==> src/rtl/ramio_ctrl_if.sv <==
// rtl/ramio_ctrl_if.sv - request/response bus between the core and ramio_ctrl
interface ramio_ctrl_if #(
    parameter int ADDRESS_BITWIDTH = 16
) ();
    logic                        req_valid;
    logic                        req_ready;
    logic                        req_write;
    logic [1:0]                  req_size;
    logic                        req_signed;
    logic [ADDRESS_BITWIDTH+1:0] req_address;
    logic [31:0]                 req_data;
    logic                        rsp_valid;
    logic [31:0]                 rsp_data;
    logic                        rsp_error;

    modport master (
        output req_valid, req_write, req_size, req_signed, req_address, req_data,
        input  req_ready, rsp_valid, rsp_data, rsp_error
    );

    modport slave (
        input  req_valid, req_write, req_size, req_signed, req_address, req_data,
        output req_ready, rsp_valid, rsp_data, rsp_error
    );
endinterface

==> src/rtl/ramio_ctrl.sv <==
// rtl/ramio_ctrl.sv - byte-addressed load/store initiator for a word-wide single-port BRAM; optional RAMIO_ALIGN_CHECK_EN
module ramio_ctrl #(
    parameter int ADDRESS_BITWIDTH = 16
) (
    input  logic                        clk,
    input  logic                        rst_n,
    ramio_ctrl_if.slave                 bus,
    output logic                        ram_write_enable,
    output logic [ADDRESS_BITWIDTH-1:0] ram_address,
    output logic [31:0]                 ram_data_out,
    input  logic [31:0]                 ram_data_in
);

    typedef enum logic [1:0] {
        IDLE  = 2'd0,
        READ  = 2'd1,
        WAIT  = 2'd2,
        WRITE = 2'd3
    } state_t;

    state_t state_q, state_d;

    // Request fields captured at acceptance; only the low half of store data
    // is needed later because word stores take req_data directly.
    logic        write_q,  write_d;
    logic [1:0]  size_q,   size_d;
    logic        signed_q, signed_d;
    logic [1:0]  lane_q,   lane_d;
    logic [15:0] data_q,   data_d;

    logic                        ram_we_d;
    logic [ADDRESS_BITWIDTH-1:0] ram_address_d;
    logic [31:0]                 ram_data_out_d;
    logic                        rsp_valid_q, rsp_valid_d;
    logic [31:0]                 rsp_data_q,  rsp_data_d;
    logic                        misaligned;

    // Size code bit 1 selects a full word (code 11 folds onto word when unchecked).
    function automatic logic [31:0] extract_lane(input logic [31:0] w, input logic [1:0] sz,
                                                 input logic [1:0] lane, input logic sg);
        logic [7:0]  b;
        logic [15:0] h;
        logic [31:0] r;
        case (lane)
            2'd0:    b = w[7:0];
            2'd1:    b = w[15:8];
            2'd2:    b = w[23:16];
            default: b = w[31:24];
        endcase
        h = lane[1] ? w[31:16] : w[15:0];
        if (sz[1])
            r = w;
        else if (sz[0])
            r = {{16{sg & h[15]}}, h};
        else
            r = {{24{sg & b[7]}}, b};
        return r;
    endfunction

    function automatic logic [31:0] merge_lane(input logic [31:0] w, input logic [15:0] d,
                                               input logic [1:0] sz, input logic [1:0] lane);
        logic [31:0] m;
        m = w;
        if (sz[0]) begin
            if (lane[1]) m[31:16] = d;
            else         m[15:0]  = d;
        end else begin
            case (lane)
                2'd0:    m[7:0]   = d[7:0];
                2'd1:    m[15:8]  = d[7:0];
                2'd2:    m[23:16] = d[7:0];
                default: m[31:24] = d[7:0];
            endcase
        end
        return m;
    endfunction

`ifdef RAMIO_ALIGN_CHECK_EN
    assign misaligned = (bus.req_size == 2'b11)
                     || (bus.req_size == 2'b01 && bus.req_address[0])
                     || (bus.req_size == 2'b10 && bus.req_address[1:0] != 2'b00);
`else
    assign misaligned = 1'b0;
`endif

    assign bus.req_ready = (state_q == IDLE);
    assign bus.rsp_valid = rsp_valid_q;
    assign bus.rsp_data  = rsp_data_q;

    // Next-state and next-register values; everything defaults to hold, with
    // the write strobe and response pulse defaulting low so they last one cycle.
    always_comb begin
        state_d        = state_q;
        write_d        = write_q;
        size_d         = size_q;
        signed_d       = signed_q;
        lane_d         = lane_q;
        data_d         = data_q;
        ram_we_d       = 1'b0;
        ram_address_d  = ram_address;
        ram_data_out_d = ram_data_out;
        rsp_valid_d    = 1'b0;
        rsp_data_d     = rsp_data_q;
        case (state_q)
            IDLE: begin
                if (bus.req_valid) begin
                    if (misaligned) begin
                        rsp_valid_d = 1'b1;
                        rsp_data_d  = 32'd0;
                    end else begin
                        write_d       = bus.req_write;
                        size_d        = bus.req_size;
                        signed_d      = bus.req_signed;
                        lane_d        = bus.req_address[1:0];
                        data_d        = bus.req_data[15:0];
                        ram_address_d = bus.req_address[ADDRESS_BITWIDTH+1:2];
                        if (bus.req_write && bus.req_size[1]) begin
                            ram_data_out_d = bus.req_data;
                            ram_we_d       = 1'b1;
                            state_d        = WRITE;
                        end else begin
                            state_d = READ;
                        end
                    end
                end
            end
            READ: begin
                state_d = WAIT;
            end
            WAIT: begin
                if (write_q) begin
                    ram_data_out_d = merge_lane(ram_data_in, data_q, size_q, lane_q);
                    ram_we_d       = 1'b1;
                    state_d        = WRITE;
                end else begin
                    rsp_valid_d = 1'b1;
                    rsp_data_d  = extract_lane(ram_data_in, size_q, lane_q, signed_q);
                    state_d     = IDLE;
                end
            end
            WRITE: begin
                rsp_valid_d = 1'b1;
                rsp_data_d  = 32'd0;
                state_d     = IDLE;
            end
            default: state_d = IDLE;
        endcase
    end

    // State and datapath registers; reset drops any operation in flight.
    always_ff @(posedge clk) begin
        if (!rst_n) begin
            state_q          <= IDLE;
            write_q          <= 1'b0;
            size_q           <= 2'b00;
            signed_q         <= 1'b0;
            lane_q           <= 2'b00;
            data_q           <= 16'd0;
            ram_write_enable <= 1'b0;
            ram_address      <= '0;
            ram_data_out     <= 32'd0;
            rsp_valid_q      <= 1'b0;
            rsp_data_q       <= 32'd0;
        end else begin
            state_q          <= state_d;
            write_q          <= write_d;
            size_q           <= size_d;
            signed_q         <= signed_d;
            lane_q           <= lane_d;
            data_q           <= data_d;
            ram_write_enable <= ram_we_d;
            ram_address      <= ram_address_d;
            ram_data_out     <= ram_data_out_d;
            rsp_valid_q      <= rsp_valid_d;
            rsp_data_q       <= rsp_data_d;
        end
    end

`ifdef RAMIO_ALIGN_CHECK_EN
    logic rsp_error_q;

    // Error flag is refreshed with every response and holds between responses;
    // a response raised from IDLE can only be a rejection.
    always_ff @(posedge clk) begin
        if (!rst_n)
            rsp_error_q <= 1'b0;
        else if (rsp_valid_d)
            rsp_error_q <= (state_q == IDLE) && misaligned;
    end

    assign bus.rsp_error = rsp_error_q;
`else
    assign bus.rsp_error = 1'b0;
`endif

endmodule

==> src/flat_wrapper.sv <==
// flat-port wrapper written by rule: the top's interface ports become plain ports
module ramio_ctrl_flat 
#(
    parameter int ADDRESS_BITWIDTH = 16
)
  (clk, rst_n, ram_write_enable, ram_address, ram_data_out, ram_data_in, bus_req_valid, bus_req_write, bus_req_size, bus_req_signed, bus_req_address, bus_req_data, bus_req_ready, bus_rsp_valid, bus_rsp_data, bus_rsp_error);
  ramio_ctrl_if #(.ADDRESS_BITWIDTH(ADDRESS_BITWIDTH)) bus_i ();
  input  logic clk;
  input  logic rst_n;
  output logic ram_write_enable;
  output logic [ADDRESS_BITWIDTH-1:0] ram_address;
  output logic [31:0] ram_data_out;
  input  logic [31:0] ram_data_in;
  input wire logic [$bits(bus_i.req_valid)-1:0] bus_req_valid;
  input wire logic [$bits(bus_i.req_write)-1:0] bus_req_write;
  input wire logic [$bits(bus_i.req_size)-1:0] bus_req_size;
  input wire logic [$bits(bus_i.req_signed)-1:0] bus_req_signed;
  input wire logic [$bits(bus_i.req_address)-1:0] bus_req_address;
  input wire logic [$bits(bus_i.req_data)-1:0] bus_req_data;
  output wire logic [$bits(bus_i.req_ready)-1:0] bus_req_ready;
  output wire logic [$bits(bus_i.rsp_valid)-1:0] bus_rsp_valid;
  output wire logic [$bits(bus_i.rsp_data)-1:0] bus_rsp_data;
  output wire logic [$bits(bus_i.rsp_error)-1:0] bus_rsp_error;
  assign bus_i.req_valid = bus_req_valid;
  assign bus_i.req_write = bus_req_write;
  assign bus_i.req_size = bus_req_size;
  assign bus_i.req_signed = bus_req_signed;
  assign bus_i.req_address = bus_req_address;
  assign bus_i.req_data = bus_req_data;
  assign bus_req_ready = bus_i.req_ready;
  assign bus_rsp_valid = bus_i.rsp_valid;
  assign bus_rsp_data = bus_i.rsp_data;
  assign bus_rsp_error = bus_i.rsp_error;
  ramio_ctrl #(.ADDRESS_BITWIDTH(ADDRESS_BITWIDTH)) u_core (.clk(clk), .rst_n(rst_n), .bus(bus_i), .ram_write_enable(ram_write_enable), .ram_address(ram_address), .ram_data_out(ram_data_out), .ram_data_in(ram_data_in));
endmodule
==> config.mk <==
export PLATFORM = sky130hd
export DESIGN_NAME = ramio_ctrl_flat
export DESIGN_NICKNAME = d
export VERILOG_FILES = /design/src/rtl/ramio_ctrl_if.sv /design/src/rtl/ramio_ctrl.sv /design/src/flat_wrapper.sv
export SDC_FILE = /design/constraint.sdc
export NUM_CORES = 1
export LEC_CHECK = 0
export ABC_CLOCK_PERIOD_IN_PS = 1600
export BUFFER_PORTS_ARGS = -buffer_cell sky130_fd_sc_hd__buf_4
export CORE_ASPECT_RATIO = 1.4
export CORE_UTILIZATION = 40
export CTS_CLUSTER_DIAMETER = 100
export DETAILED_ROUTE_END_ITERATION = 6
export PLACE_DENSITY = 0.69
export SLEW_MARGIN = 20
export SYNTH_ARGS = -nofsm -noshare
export SYNTH_HDL_FRONTEND = slang
export SYNTH_SLANG_ARGS = --single-unit
==> constraint.sdc <==
create_clock -name clk -period 1.6 [get_ports clk]
set_input_delay 0 -clock clk [delete_from_list [all_inputs] [get_ports clk]]
set_output_delay 0 -clock clk [all_outputs]
set_load 0.05 [all_outputs]
Word level (Yosys, flattened, before mapping)
Index checks and enable logic that the tools add are counted.

Register bits: 106. Output and inout bits: 84. Word-level logic and storage cells: 60.

Equal/unequal tests: 9. Mux-type cells: 29. Bitwise operators: 2. Reductions and logical operators: 9.

Operators with widths (count): 32-bit 2-to-1 mux (7); 32-bit one-hot mux with 2 select lines (2); 16-bit 2-to-1 mux (3); 8-bit 2-to-1 mux (6); 8-bit one-hot mux with 3 select lines (1); 2-bit one-hot mux with 4 select lines (1); 2-bit equality test (second input constant) (3); 2-bit 2-to-1 mux (3); 2-bit by 1-bit equality test with 1-bit output (second input constant) (2); 2-bit zero test (2); 1-bit 2-to-1 mux (4); 2-bit by 1-bit inequality test with 1-bit output (second input constant) (2); 2-bit inequality test (second input constant) (2); 1-bit one-hot mux with 2 select lines (2); 2-bit AND reduction (2); 4-bit AND reduction (1); 2-bit nonzero test (2); 3-bit OR reduction (1); 1-bit bitwise AND (2); 1-bit logical AND (1).

Logic depth before layout (Yosys ltp)
Depth after elaboration: 9. Mapped depth: 7. Mapped depth without buffers: 4.

Least setup slack after synthesis
OpenSTA, ideal clock, no wires.

Path kind: register to register. From: register u_core.state_q[1]. To: register u_core.ram_address[0]. Setup time: 0.076 ns. Arrival: 1.835 ns. Data required time: 1.524 ns. Setup slack: -0.310 ns. Stages on the path, launching flop included: 7. Path buffers: 2. Cells stage by stage: dfxtp_1 -> nor2_1 -> and2_1 -> buf_2 -> buf_2 -> nand2_1 -> a21boi_0.

Cells in the longest elaborated chain, start to end: 2.

Ends and longest elaborated chain: start, declared (line ramio_ctrl.sv:21) `state_t state_q, state_d;`; start signal, assigned (line ramio_ctrl.sv:165) `state_q <= state_d;`; 2-bit zero test; net bus_req_ready (line flat_wrapper.sv:20) `output wire logic [$bits(bus_i.req_ready)-1:0] bus_req_ready;`; 2-bit AND reduction (no line); end signal, assigned (line ramio_ctrl.sv:172) `ram_address <= ram_address_d;`; end, declared (line ramio_ctrl.sv:9) `output logic [ADDRESS_BITWIDTH-1:0] ram_address,`.

The timed path passes the listed nets, and every way through them passes these cells. A chain may end at the register's enable or synchronous reset.

Final worst setup path
From: register u_core.lane_q[0]. To: register u_core.rsp_data_q[28] (netlist: u_core.bus.rsp_data[28]).

Cells in the longest elaborated chain, start to end: 9.

Ends and longest elaborated chain: start, declared (line ramio_ctrl.sv:28) `logic [1:0] lane_q, lane_d;`; start signal, assigned (line ramio_ctrl.sv:169) `lane_q <= lane_d;`; 2-bit equality test (tied with other cells) (line ramio_ctrl.sv:44) `case (lane)`; 8-bit one-hot mux with 3 select lines * (line ramio_ctrl.sv:44); 8-bit 2-to-1 mux * (line ramio_ctrl.sv:131) `if (write_q) begin`; 8-bit 2-to-1 mux * (line ramio_ctrl.sv:104) `case (state_q)`; 1-bit bitwise AND * (line ramio_ctrl.sv:56) `r = {{24{sg & b[7]}}, b};`; 32-bit 2-to-1 mux * (line ramio_ctrl.sv:53) `else if (sz[0])`; 32-bit 2-to-1 mux * (line ramio_ctrl.sv:51) `if (sz[1])`; 32-bit 2-to-1 mux * (line ramio_ctrl.sv:131); 32-bit one-hot mux with 2 select lines * (line ramio_ctrl.sv:104); end signal, assigned (line ramio_ctrl.sv:175) `rsp_data_q <= rsp_data_d;`; end, declared (line ramio_ctrl.sv:35) `logic [31:0] rsp_data_q, rsp_data_d;`.

Every way passes the cells marked *; elsewhere a longest branch is shown, timed or not. The select of a mux whose other input is x is not followed.

==> impl_metrics.yaml <==
timing:
  relSlewSlack_pct: 48.4
  finalHoldViolations: 0
  tightest_slew_ns: 0.774
  finalClockSkew_ns: 0.00611
  tns_ns: -1.03
  fin_ws_ns: -0.0845
  slew_violations: 0
  finalSetupViolCount: 17
  fin_crit_ns: 1.68
  finalCritPeriodShare_pct: 105
  rsz0062_at_grt: "true"
  fmax_mhz: 594
routing:
  drc: 0
  wl_met1_um: 6940
  highest-signal-layer: "met4"
  routed_via_density: 5.57
  dr.pass1.iters: 6
  drt_iter0_markers: 504
  vias: 5490
  wl_per_cell_um: 18.0
  wl_met3_um: 982
  wl_um: 17800
  ant_nets: 0
  wl_met2_um: 9260
layout:
  num_antenna_cells: 0
  fin_area_um2: 7800
  layout.cells.non_filler: 985
  fin_util_pct: 63.4
  drive_gt1_share_pct: 34.7
  area_growth_pct: 55.4
  fillers: 1033
  final_nets: 919
worst_setup_path:
  startpoint_type: "flop"
  critical_path_class: "flop to flop"
  worstPathMaxFanout: 16
  worstPathCellList: "mux4_2 -> nor2_4 -> a211oi_4 -> buf_12 -> a221o_2"
  crit_required_ns: 1.85
  worst-path-buf-inv: 1
  endpoint_kind: "flop"
  arrival_ns: 1.93
  crit_family: "multiplexers"
  crit_slowest_cell: "mux4_2"
  slowest_delay_ns: 0.54
cts:
  cts.sink_count: 106
  cts_made_buffers: 9
  insertion_delay_ns: 0.36
  cts_max_path_buffers: 2
  htreeDepth: 3
  clk_pin_slew_worst_paths_ns: 0.07
  root_buffer: "clkbuf_16"
  tritoncts: "built"
yosys:
  yosys_warnings: 0
  yosysSeqAreaShare_pct: 42.3
  synthArstFlopShare_pct: 0
  synth-edff-count: 0
  syn_area_um2: 5020
  yosysTopAreaCell: "dfxtp_1"
  ys_types: 48
  synth.avg_cell_area_um2: 8.58
  ys_top_cells_by_area: "dfxtp_1 42%, nand2_1 7.7%, a21boi_0 6.6%, a21oi_1 5.5%, o21ai_0 3.6%"
  ys.flop_type: "dfxtp_1"
  synth_top_area_share_pct: 42.3
  synth_fp_nets: 674
  synth_seq_cells: 106
  synthCells: 585
grt:
  grt_max_degree: 89
  overflow: 0
  antenna_found_initial: 0
  grt_pass1_wl_um: 27300
  grt.total_usage_pct: 26.4
  first_global_vias: 5272
place:
  place_inst: 879
  numPortBuffers: 171
  dp_hpwl_um: 12100
  gp_congestion: 0.909
  place_area_um2: 6490
floorplan:
  die_y_um: 135
  dieWidth_um: 96.7
  coreArea_um2: 12300
  dieArea_um2: 13000
  ios: 173
  rows: 48
  start_util_pct: 40.8
status:
  violations: "setup timing"
  status: "complete, but fails checks"
pwr:
  vdd_drop_max_uv: 574
  static-leakage-power_nw: 3.24
  power_density_nw_per_um2: 901
  total_power_mw: 7.03
job:
  drv_cap: 0
worst_hold_path:
  holdCritPathClass: "input port to flop"
==> tightest hold or removal path, cell delays in order <==
cell,delay (ns)
buf_4,0.12
a21oi_1,0.09
o21ai_1,0.12
==> power by group <==
part	internal, mW	switching (mW)
Combinational	0.795	1.16
Clock	1.11	1.05
Sequential	2.80	0.115
Total	4.71	2.33
==> Yosys cell counts (2+ instances only) <==
| master | number |
|---|---|
| a211oi_1 | 9 |
| a21boi_0 | 44 |
| a21oi_1 | 55 |
| a221o_1 | 8 |
| a221o_2 | 9 |
| a221oi_1 | 4 |
| a222oi_1 | 7 |
| a22o_1 | 4 |
| a22oi_1 | 3 |
| a31o_2 | 3 |
| and2_1 | 3 |
| and3_1 | 2 |
| buf_1 | 2 |
| buf_2 | 15 |
| buf_4 | 3 |
| buf_6 | 10 |
| clkbuf_1 | 27 |
| dfxtp_1 | 106 |
| inv_1 | 11 |
| mux2_2 | 7 |
| mux2i_1 | 2 |
| nand2_1 | 103 |
| nand2b_1 | 3 |
| nand3_1 | 19 |
| nor2_1 | 5 |
| nor2b_1 | 5 |
| nor3_1 | 8 |
| nor3b_1 | 8 |
| o211ai_1 | 20 |
| o21ai_0 | 36 |
| o21ai_1 | 4 |
| o21ai_2 | 10 |
| o221ai_1 | 12 |
| o22ai_1 | 4 |
==> per-stage QoR <==
| stage | hold WS, ns | worst slack [ns] |
|---|---|---|
| after floorplan | 0.133 | -0.00937 |
| after global routing | 0.0359 | -0.118 |
| final | 0.00944 | -0.0845 |
| after CTS | 0.0117 | -0.0885 |
| after global placement | 0.257 | -0.118 |
| after detailed placement | 0.255 | -0.198 |
==> layer usage <==
layer / up-vias / GRT usage, %
met3: 36 / 3.16
met5: - / 0
met2: 230 / 47.2
met1: 2605 / 31.3
met4: 0 / 12.8
li1: 2619 / -
==> registers in the layout, summed over array words and instances (netlist names), 2 cells and up <==
signal	count
u_core.bus.rsp_data	32
u_core.data_q	16
u_core.lane_q	2
u_core.ram_address	16
u_core.ram_data_out	32
u_core.size_q	2
u_core.state_q	2
==> path summary, 6_finish.rpt <==
| kind | from | end | slack [ns] | cells past startpoint |
|---|---|---|---|---|
| worst max register to register | u_core.lane_q[0] | u_core.bus.rsp_data[28] | -0.08 | 5 |
| worst max-delay path | u_core.lane_q[0] | u_core.bus.rsp_data[28] | -0.08 | 5 |
| worst min register to register | u_core.ram_data_out[16] | u_core.ram_data_out[16] | 0.47 | 2 |
| worst min-delay path | ram_data_in[23] | u_core.ram_data_out[23] | 0.009 | 3 |
==> final cells by class <==
| class | count | area, um^2 | share of cell area, % |
|---|---|---|---|
| clock buffers | 10 | 239 | 3.06 |
| clock inverters | 6 | 47.5 | 0.609 |
| inverters | 12 | 45.0 | 0.577 |
| multi-input cells | 409 | 2640 | 33.8 |
| flip-flops and latches | 106 | 2130 | 27.3 |
| well taps | 150 | 188 | 2.41 |
| repair buffers | 292 | 2510 | 32.2 |
==> placed cells by master, fill, tap and decap left out, types with 4 or more instances in the layout <==
cell type,instances
o22ai_1,4
o21ai_2,10
o21ai_0,29
a22o_1,4
o211ai_1,20
o21ai_1,11
buf_12,7
nand3_1,19
a211oi_2,5
buf_6,4
dfxtp_1,102
a221o_1,8
a211oi_1,4
clkbuf_16,9
nand2_1,103
o221ai_1,12
dlygate4sd3_1,80
a221o_2,9
buf_4,200
inv_1,11
nor3b_1,8
a21boi_0,43
a21oi_1,53
mux2_2,7
a222oi_1,7
nor3_1,6
==> cells by family (layout without fill, tap and decap cells) <==
logic type | after synthesis | in the layout | share of synthesized area (%)
mux | 10 | 10 | 2.42
flops | 106 | 106 | 42.3
simple gates | 162 | 162 | 14.7
buf+inv | 70 | 320 | 7.35
compound gates | 236 | 236 | 33.2
other cells | 1 | 1 | 0.0747
==> timing repair <==
action | 4_1_cts | 5_1_grt
gates cloned | 2 | 0
endpoints found under the hold margin | 96 | 0
hold buffers | 80 | 0
setup endpoints to repair | 49 | 58
pin swaps | 7 | 6
setup buffers | 6 | 3
resized for setup | 12 | 31
(Power assumes the default switching activity.)
